File: config.mk
export PLATFORM = sky130hd
export DESIGN_NAME = score_addr_sequencer
export DESIGN_NICKNAME = d
export VERILOG_FILES = /design/src/rtl/nw_score_pkg.sv /design/src/rtl/score_lin_addr.sv /design/src/rtl/score_addr_sequencer.sv
export SDC_FILE = /design/constraint.sdc
export NUM_CORES = 1
export LEC_CHECK = 0
export BUFFER_PORTS_ARGS = -buffer_cell sky130_fd_sc_hd__buf_2
export CAP_MARGIN = 5
export CORE_UTILIZATION = 30
export DETAILED_ROUTE_END_ITERATION = 8
export HOLD_SLACK_MARGIN = 0.12
export SYNTH_ARGS = -nofsm -noshare
export SYNTH_HDL_FRONTEND = slang
export SYNTH_HIERARCHICAL = 1
export SYNTH_SLANG_ARGS = --single-unit
File: constraint.sdc
create_clock -name clk -period 4.6 [get_ports clk]
set_clock_uncertainty 0.2 [all_clocks]
set_input_delay 0.92 -clock clk [delete_from_list [all_inputs] [get_ports clk]]
set_output_delay 0.92 -clock clk [all_outputs]
set_load 0.03 [all_outputs]
File: src/rtl/nw_score_pkg.sv
// Shared Needleman-Wunsch Score-RAM definitions: neighbour tags, request
// modes, sequencer state encoding and the address-width helper.
package nw_score_pkg;

  localparam logic [1:0] TAG_DIAG = 2'b00;
  localparam logic [1:0] TAG_ROW  = 2'b01;
  localparam logic [1:0] TAG_COL  = 2'b10;

  localparam logic [1:0] MODE_FULL = 2'b00;
  localparam logic [1:0] MODE_RD   = 2'b01;
  localparam logic [1:0] MODE_WR   = 2'b10;

  typedef enum logic [2:0] {
    IDLE,
    RD0,
    RD1,
    RD2,
    WR
  } state_e;

  // Score matrix is (rows+1) x (cols+1) cells.
  function automatic int score_addr_w(input int rows, input int cols);
    return $clog2((rows + 1) * (cols + 1));
  endfunction

endpackage

File: src/rtl/score_lin_addr.sv
// Combinational row-major linear address r*COLS + c, computed one bit wider
// than the result and truncated.
module score_lin_addr #(
  parameter int RW   = 3,
  parameter int CW   = 3,
  parameter int AW   = 5,
  parameter int COLS = 5
) (
  input  logic [RW-1:0] r_i,
  input  logic [CW-1:0] c_i,
  output logic [AW-1:0] addr_o
);
  logic [AW:0] r_ext;
  logic [AW:0] c_ext;
  logic [AW:0] cols_ext;

  assign r_ext    = (AW + 1)'(r_i);
  assign c_ext    = (AW + 1)'(c_i);
  assign cols_ext = (AW + 1)'(COLS);
  assign addr_o   = AW'(r_ext * cols_ext + c_ext);

endmodule

File: src/rtl/score_addr_sequencer.sv
// Score-RAM address sequencer: per accepted cell it issues the diag, row and
// column neighbour reads in order, then the write of cell (i+1,j+1).
module score_addr_sequencer
  import nw_score_pkg::*;
#(
  parameter int N      = 128,
  parameter int M      = 128,
  parameter int IW     = $clog2(N + 1),
  parameter int JW     = $clog2(M + 1),
  parameter int ADDR_W = score_addr_w(N, M)
) (
  input  logic              clk,
  input  logic              rst,
  input  logic              req_valid,
  output logic              req_ready,
  input  logic [IW-1:0]     req_i,
  input  logic [JW-1:0]     req_j,
  input  logic [1:0]        req_mode,
  input  logic              hold,
  output logic [ADDR_W-1:0] rd_addr,
  output logic              rd_valid,
  output logic [1:0]        rd_tag,
  output logic [ADDR_W-1:0] wr_addr,
  output logic              wr_valid,
  output logic              err,
  output logic              busy
);
  state_e            state_q, state_d;
  logic [1:0]        mode_q, mode_d, eff_mode;
  logic [ADDR_W-1:0] base_q, base_d, req_base;
  logic [ADDR_W-1:0] rd_addr_q, rd_addr_d;
  logic [ADDR_W-1:0] wr_addr_q, wr_addr_d;
  logic [1:0]        rd_tag_q, rd_tag_d;
  logic              rd_valid_q, rd_valid_d;
  logic              wr_valid_q, wr_valid_d;
  logic              err_q, err_d;
  logic              req_legal, is_last, accept;

  score_lin_addr #(
    .RW  (IW),
    .CW  (JW),
    .AW  (ADDR_W),
    .COLS(M + 1)
  ) u_lin (
    .r_i   (req_i),
    .c_i   (req_j),
    .addr_o(req_base)
  );

  assign req_legal = (req_i < IW'(N)) && (req_j < JW'(M));
  assign is_last   = (state_q == WR) || ((state_q == RD2) && (mode_q == MODE_RD));
  // Ready in the last issue state too, so back-to-back cells have no bubble.
  assign req_ready = !hold && ((state_q == IDLE) || is_last);
  assign accept    = req_valid && req_ready;
  assign eff_mode  = ((req_mode == MODE_WR) || (req_mode == MODE_RD)) ? req_mode : MODE_FULL;

  always_comb begin
    state_d    = state_q;
    mode_d     = mode_q;
    base_d     = base_q;
    rd_addr_d  = rd_addr_q;
    rd_tag_d   = rd_tag_q;
    rd_valid_d = rd_valid_q;
    wr_addr_d  = wr_addr_q;
    wr_valid_d = wr_valid_q;
    err_d      = 1'b0;
    if (!hold) begin
      case (state_q)
        RD0:     state_d = RD1;
        RD1:     state_d = RD2;
        RD2:     state_d = (mode_q == MODE_RD) ? IDLE : WR;
        default: state_d = IDLE;
      endcase
      if (accept) begin
        if (req_legal) begin
          base_d  = req_base;
          mode_d  = eff_mode;
          state_d = (eff_mode == MODE_WR) ? WR : RD0;
        end else begin
          err_d   = 1'b1;
          state_d = IDLE;
        end
      end
      // Outputs are decoded from the next state so they register with it.
      rd_valid_d = 1'b0;
      wr_valid_d = 1'b0;
      case (state_d)
        RD0: begin
          rd_valid_d = 1'b1;
          rd_addr_d  = base_d;
          rd_tag_d   = TAG_DIAG;
        end
        RD1: begin
          rd_valid_d = 1'b1;
          rd_addr_d  = base_d + ADDR_W'(1);
          rd_tag_d   = TAG_ROW;
        end
        RD2: begin
          rd_valid_d = 1'b1;
          rd_addr_d  = base_d + ADDR_W'(M + 1);
          rd_tag_d   = TAG_COL;
        end
        WR: begin
          wr_valid_d = 1'b1;
          wr_addr_d  = base_d + ADDR_W'(M + 2);
        end
        default: ;
      endcase
    end
  end

  always_ff @(posedge clk or posedge rst) begin
    if (rst) begin
      state_q    <= IDLE;
      mode_q     <= MODE_FULL;
      base_q     <= '0;
      rd_addr_q  <= '0;
      rd_tag_q   <= TAG_DIAG;
      rd_valid_q <= 1'b0;
      wr_addr_q  <= '0;
      wr_valid_q <= 1'b0;
      err_q      <= 1'b0;
    end else begin
      state_q    <= state_d;
      mode_q     <= mode_d;
      base_q     <= base_d;
      rd_addr_q  <= rd_addr_d;
      rd_tag_q   <= rd_tag_d;
      rd_valid_q <= rd_valid_d;
      wr_addr_q  <= wr_addr_d;
      wr_valid_q <= wr_valid_d;
      err_q      <= err_d;
    end
  end

  assign rd_addr  = rd_addr_q;
  assign rd_tag   = rd_tag_q;
  assign rd_valid = rd_valid_q;
  assign wr_addr  = wr_addr_q;
  assign wr_valid = wr_valid_q;
  assign err      = err_q;
  assign busy     = (state_q != IDLE);

endmodule

# Word-level counts from Yosys, hierarchy flattened
# Cells that the tools add are included.
# Widths: inputs -> output; s select.
# word_totals
regBits,55
latch_bits,0
mem_bits_rw,0
romBits,0
input_bits,22
out_inout_bits,37
elab_cells,61
n_memories,0
# classes
n_addsub,4
mul,1
div,0
n_lt_le_gt_ge,2
eq_ne,12
shifts,0
mux,17
bitwise_logic,1
reduce_logical,15
# ops
op,n
$mux 15,3
$pmux 15 s3,1
$add 15x8->15 const B,2
$lt 8x8->1 const B,2
$add 15x1->15 const B,1
$add 15x8->15,1
$mul 8x8->15 const B,1
$mux 3,5
$eq 3x2->1 const B,4
$pmux 3 s3,1
$eq 3x1->1 const B,2
$eq 3x3->1 const B,2
$pmux 2 s3,1
$reduce_bool 3->1,2
$mux 1,5
$eq 2x1->1 const B,2
$eq 2x2->1 const B,2
$logic_and 1x1->1,4
$reduce_and 2->1,2
$logic_not 3->1,1
$logic_or 1x1->1,3
$reduce_and 3->1,1
$reduce_or 3->1,1
$mux 2,1
other kinds (2),2

# Logic depth before layout (Yosys ltp)
# depth
depth_word,11
ltp_mapped,17
depth_no_buf,17

# Hierarchy
# Netlist, hierarchy kept.
# by_module_without_submodules
mod,n_inst,cells_per_inst,area_per_inst_um2
score_addr_sequencer,1,279,2942.8
score_lin_addr,1,81,735.7

# Least setup slack after synthesis
# OpenSTA, ideal clock, no wires.
# synth_path
path_kind,input to register
from,input req_i[7]
to,register wr_addr_q[14] (netlist: wr_addr[14])
arrival_time_ns,4.062
required_time_ns,4.317
setup_slack_ns,0.255
stages,15
n_path_buf,0
path_cell_list,ha_1 > ha_1 > ha_1 > ha_1 > ha_1 > nor2b_1 > a311o_2 > a31oi_1 > xnor2_1 > and3_1 > nand3_1 > mux2i_4 > nand3_1 > xor2_1 > o21ai_0
# synth_lines
element,line,source
from (decl),score_addr_sequencer.sv:16,"input logic [IW-1:0] req_i,"
$mul 8x8->15,score_lin_addr.sv:20,assign addr_o = AW'(r_ext * cols_ext + c_ext);
$add 15x8->15,score_lin_addr.sv:20,
named net req_base[10],score_addr_sequencer.sv:30,"logic [ADDR_W-1:0] base_q, base_d, req_base;"
$mux 15,score_addr_sequencer.sv:75,if (req_legal) begin
$mux 15,score_addr_sequencer.sv:74,if (accept) begin
$mux 15,score_addr_sequencer.sv:67,if (!hold) begin
$add 15x8->15,score_addr_sequencer.sv:105,wr_addr_d = base_d + ADDR_W'(M + 2);
to (signal assigned),score_addr_sequencer.sv:130,wr_addr_q <= wr_addr_d;
to (decl),score_addr_sequencer.sv:32,"logic [ADDR_W-1:0] wr_addr_q, wr_addr_d;"
# The timed path passes the listed nets, and every way through them passes these cells. The select of a mux whose other input is x is not followed.
# A chain may end at the register's enable or synchronous reset.

# Worst setup path in the final report
# Same ends and word-level chain as after synthesis.

==> summary.md <==
| Metric | Value |
|---|---|
| Status | completed |
| Initial Util | 30.75% |
| Yosys top cell area share | 37.41% |
| Routed Antenna Nets | 0 |
| Count leader, synth | dfrtp_1 |
| CTS max path bufs | 2 |
| Row count | 40 |
| Num CTS Buffers | 5 |
| Worst hold path class | flop to flop |
| Crit path cell chain | buf_2 -> ha_1 -> ha_1 -> ha_1 -> ha_1 -> ha_1 -> nor2b_1 -> a311o_2 -> a31oi_1 -> xnor2_1 -> and3_1 -> nand3_1 -> mux2i_4 -> nand3_1 -> xor2_1 -> o21ai_0 |
| PD cells | 595.0 nW/um^2 |
| Number of setup buffers added after CTS | 0 |
| Dpl ws | -0.06210 ns |
| # clock sinks | 55 |
| Final TNS setup | 0 ns |
| Area contributors post-synth | dfrtp_1 37%, ha_1 12%, nand2_1 5.1% |
| Area leader, netlist | dfrtp_1 |
| Cell variety after synth | 51 |
| Initial DRC count | 99 |
| Placed Area | 4168 um^2 |
| Ys async rst share | 100.0% |
| Final #Nets | 489 |
| DR WL met2 | 3315 um |
| Final WS setup | 0.2512 ns |
| Slew Viols, Final | 0 |
| Final instance area | 4342 um^2 |
| Worst-Skew Late Latency | 0.30 ns |
| Maximum clock rate | 230.0 MHz |
| Register area share after synthesis | 37.41% |
| Die height | 112.7 um |
| Final wirelength | 7888 um |
| Kind of cell adding the most delay to the critical path | adder cells |
| Net count after synthesis | 419 |
| Wire length on met3 | 264 um |
| Worst Hold End | rd_addr[13] |
| Gpl congestion | 0.8323 |
| Biggest cell delay along the critical path | 0.39 ns |
| Final core occ | 36.30% |
| Vias | 2723 |
| Synth warn | 6 |
| CTS tree | done |
| # DRC | 0 |
| Total GRT Usage | 13.07% |
| Die area | 12710 um^2 |
| Metal1 wirelength | 4182 um |
| Final hold vios | 0 |
| CP startpoint kind | input port |
| Port Buffers | 58 |
| Worst R2R End | rd_addr[11] |
| Min cycle time layout | 4.349 ns |
| Antenna cell count | 0 |
| Number of flops mapped to enable cells by yosys | 0 |
| CTS clk-pin slew, worst paths | 0.07 ns |
| Hold_buf cts | 0 |
| Die X | 112.7 um |
| Core Area | 11960 um^2 |
| Pre-Repair DR Iteration Count | 4 |
| Period utilization | 94.54% |
| Detail Placement HPWL | 6170 um |
| Reg2reg start | state_q[1] |
| Max-cap viol count | 0 |
| Setup crit end kind | flop |
| Arrival time of the worst setup path | 4.28 ns |
| R2R Setup Slk | 1.23 ns |
| Seq cells post-synth | 55 |
| Post-synthesis instance area | 3679 um^2 |
| DR WL/cell | 13.65 um |
| CP required | 4.53 ns |
| Clock Tree Root | clkbuf_16 |
| Critical path buffers and inverters | 1 |
| Ports | 59 |
| Slew headroom | 21.33% |
| Crit path from | req_i[7] |
| Cts repair resizes | 0 |
| First-pass GRT wire length | 13210 um |
| Final Power | 2.583 mW |
| Worst VDD drop | 0.1704 mV |
| Hold Startpoint | rd_addr[13] |
| Crit-path slowest cell | a311o_2 |
| Top cells by count, synth | 55 x dfrtp_1, 50 x nand2_1, 35 x ha_1 |
| # setup viols final | 0 |
| Predominant post-synthesis flop cell | dfrtp_1 |
| Synth Instances | 360 |
| Mean Syn Cell Area | 10.22 um^2 |
| WS Path Type | input port to flop |
| Initial antenna violation count | 0 |
| Fillers | 1225 |
| H-tree depth | 2 |
| WHS Path Cells | 2 |
| Synthesis-to-finish area growth | 18.03% |
| Max layer used | met4 |
| Lkg Pwr | 2.224 nW |
| Via-per-instance ratio | 4.711 |
| Layout cells sized above 1 | 28.31% |
| Overflow after GRT | 0 |
| Slew @ Worst Pin | 1.180 ns |
| CP most frequent cell | ha_1 |
| R2R cell count | 10 |
| CP Max Fanout | 6 |
| Largest net degree at the start of global routing | 40 |
| Vias in the first global route | 2693 |
| RSZ-0062 raised after global routing | false |
where the power goes:
group | switching (mW) | internal [mW]
sequential | 0.144 | 0.694
combinational | 0.802 | 0.499
clock | 0.173 | 0.271
cells in the final DEF, fill, tap and decap left out, types with 3 or more instances in the layout:
master / Yosys / routed
o21ai_1: 14 / 14
a21oi_1: 10 / 10
o21ai_0: 19 / 19
mux2_2: 12 / 12
and3_1: 9 / 9
nor2_1: 19 / 19
a31oi_1: 4 / 4
clkbuf_16: 0 / 5
xnor2_1: 19 / 19
nand3_1: 11 / 11
inv_1: 16 / 15
buf_4: 1 / 16
buf_2: 3 / 58
mux2i_4: 4 / 4
a21oi_2: 3 / 3
ha_1: 35 / 35
xor2_1: 13 / 13
mux2i_1: 8 / 8
nor2b_1: 4 / 4
dfrtp_1: 55 / 55
nand2_1: 50 / 50
a21o_1: 4 / 4
o31ai_2: 3 / 3
mux2_4: 6 / 6
metal layers:
| layer | vias up | track usage [%] |
|---|---|---|
| met1 | 1254 | 19.25 |
| li1 | 1406 | - |
| met3 | 6 | 1.875 |
| met5 | - | 0 |
| met4 | 0 | 4.800 |
| met2 | 57 | 19.38 |
per-stage QoR:
step | hold slack [ns] | cells
3_5_place_dp | 0.2684 | 570
3_3_place_gp | 0.2581 | 570
2_1_floorplan | 0.2630 | 360
6_report | 0.2776 | 578
4_1_cts | 0.2849 | 578
5_1_grt | 0.3040 | 578
cells by family after synthesis:
| family | count (synthesis) | share of synthesized area (%) |
|---|---|---|
| DFF | 55 | 37.41 |
| muxes | 30 | 10.75 |
| adders and majority gates | 37 | 12.99 |
| and+or+nand+nor | 106 | 13.67 |
| AOI/OAI and AO/OA | 73 | 13.06 |
| buffers and inverters | 27 | 4.490 |
| xor gates and xnor gates | 32 | 7.619 |
worst register-to-register path: cells and delay by family, from the launching register on:
family | cells | cell delay, ns
AOI/OAI and AO/OA | 4 | 0.80
DFF | 1 | 0.45
buffers and inverters | 1 | 0.42
muxes | 1 | 0.42
and+or+nand+nor | 2 | 0.39
adders and majority gates | 1 | 0.34
xor gates and xnor gates | 1 | 0.22
worst max-delay path by stage:
stage,slack (ns),depth (start not counted),to
2_1_floorplan,0.26,15,wr_addr[14]
3_3_place_gp,-0.02,16,wr_addr[14]
3_5_place_dp,-0.06,16,wr_addr[14]
4_1_cts,0.24,16,wr_addr[14]
5_1_grt,0.0006,16,rd_addr[11]
6_report,0.25,16,wr_addr[14]
final cells by class:
class | count | area, um^2 | area share [%]
multi-input cells | 278 | 2137 | 49.22
flip-flops and latches | 55 | 1376 | 31.70
repair buffers | 74 | 410.4 | 9.452
well taps | 147 | 183.9 | 4.236
clock buffers | 6 | 138.9 | 3.199
inverters | 16 | 60.06 | 1.383
clock inverters | 2 | 35.03 | 0.8069
state kept, by name, summed over array words and instances, names as in the netlist:
name      cells
rd_valid      1
base_q       15
mode_q        2
state_q       3
rd_addr      15
wr_addr      15
rd_tag        2
err           1
wr_valid      1
Power figures use the tool's default switching activity.
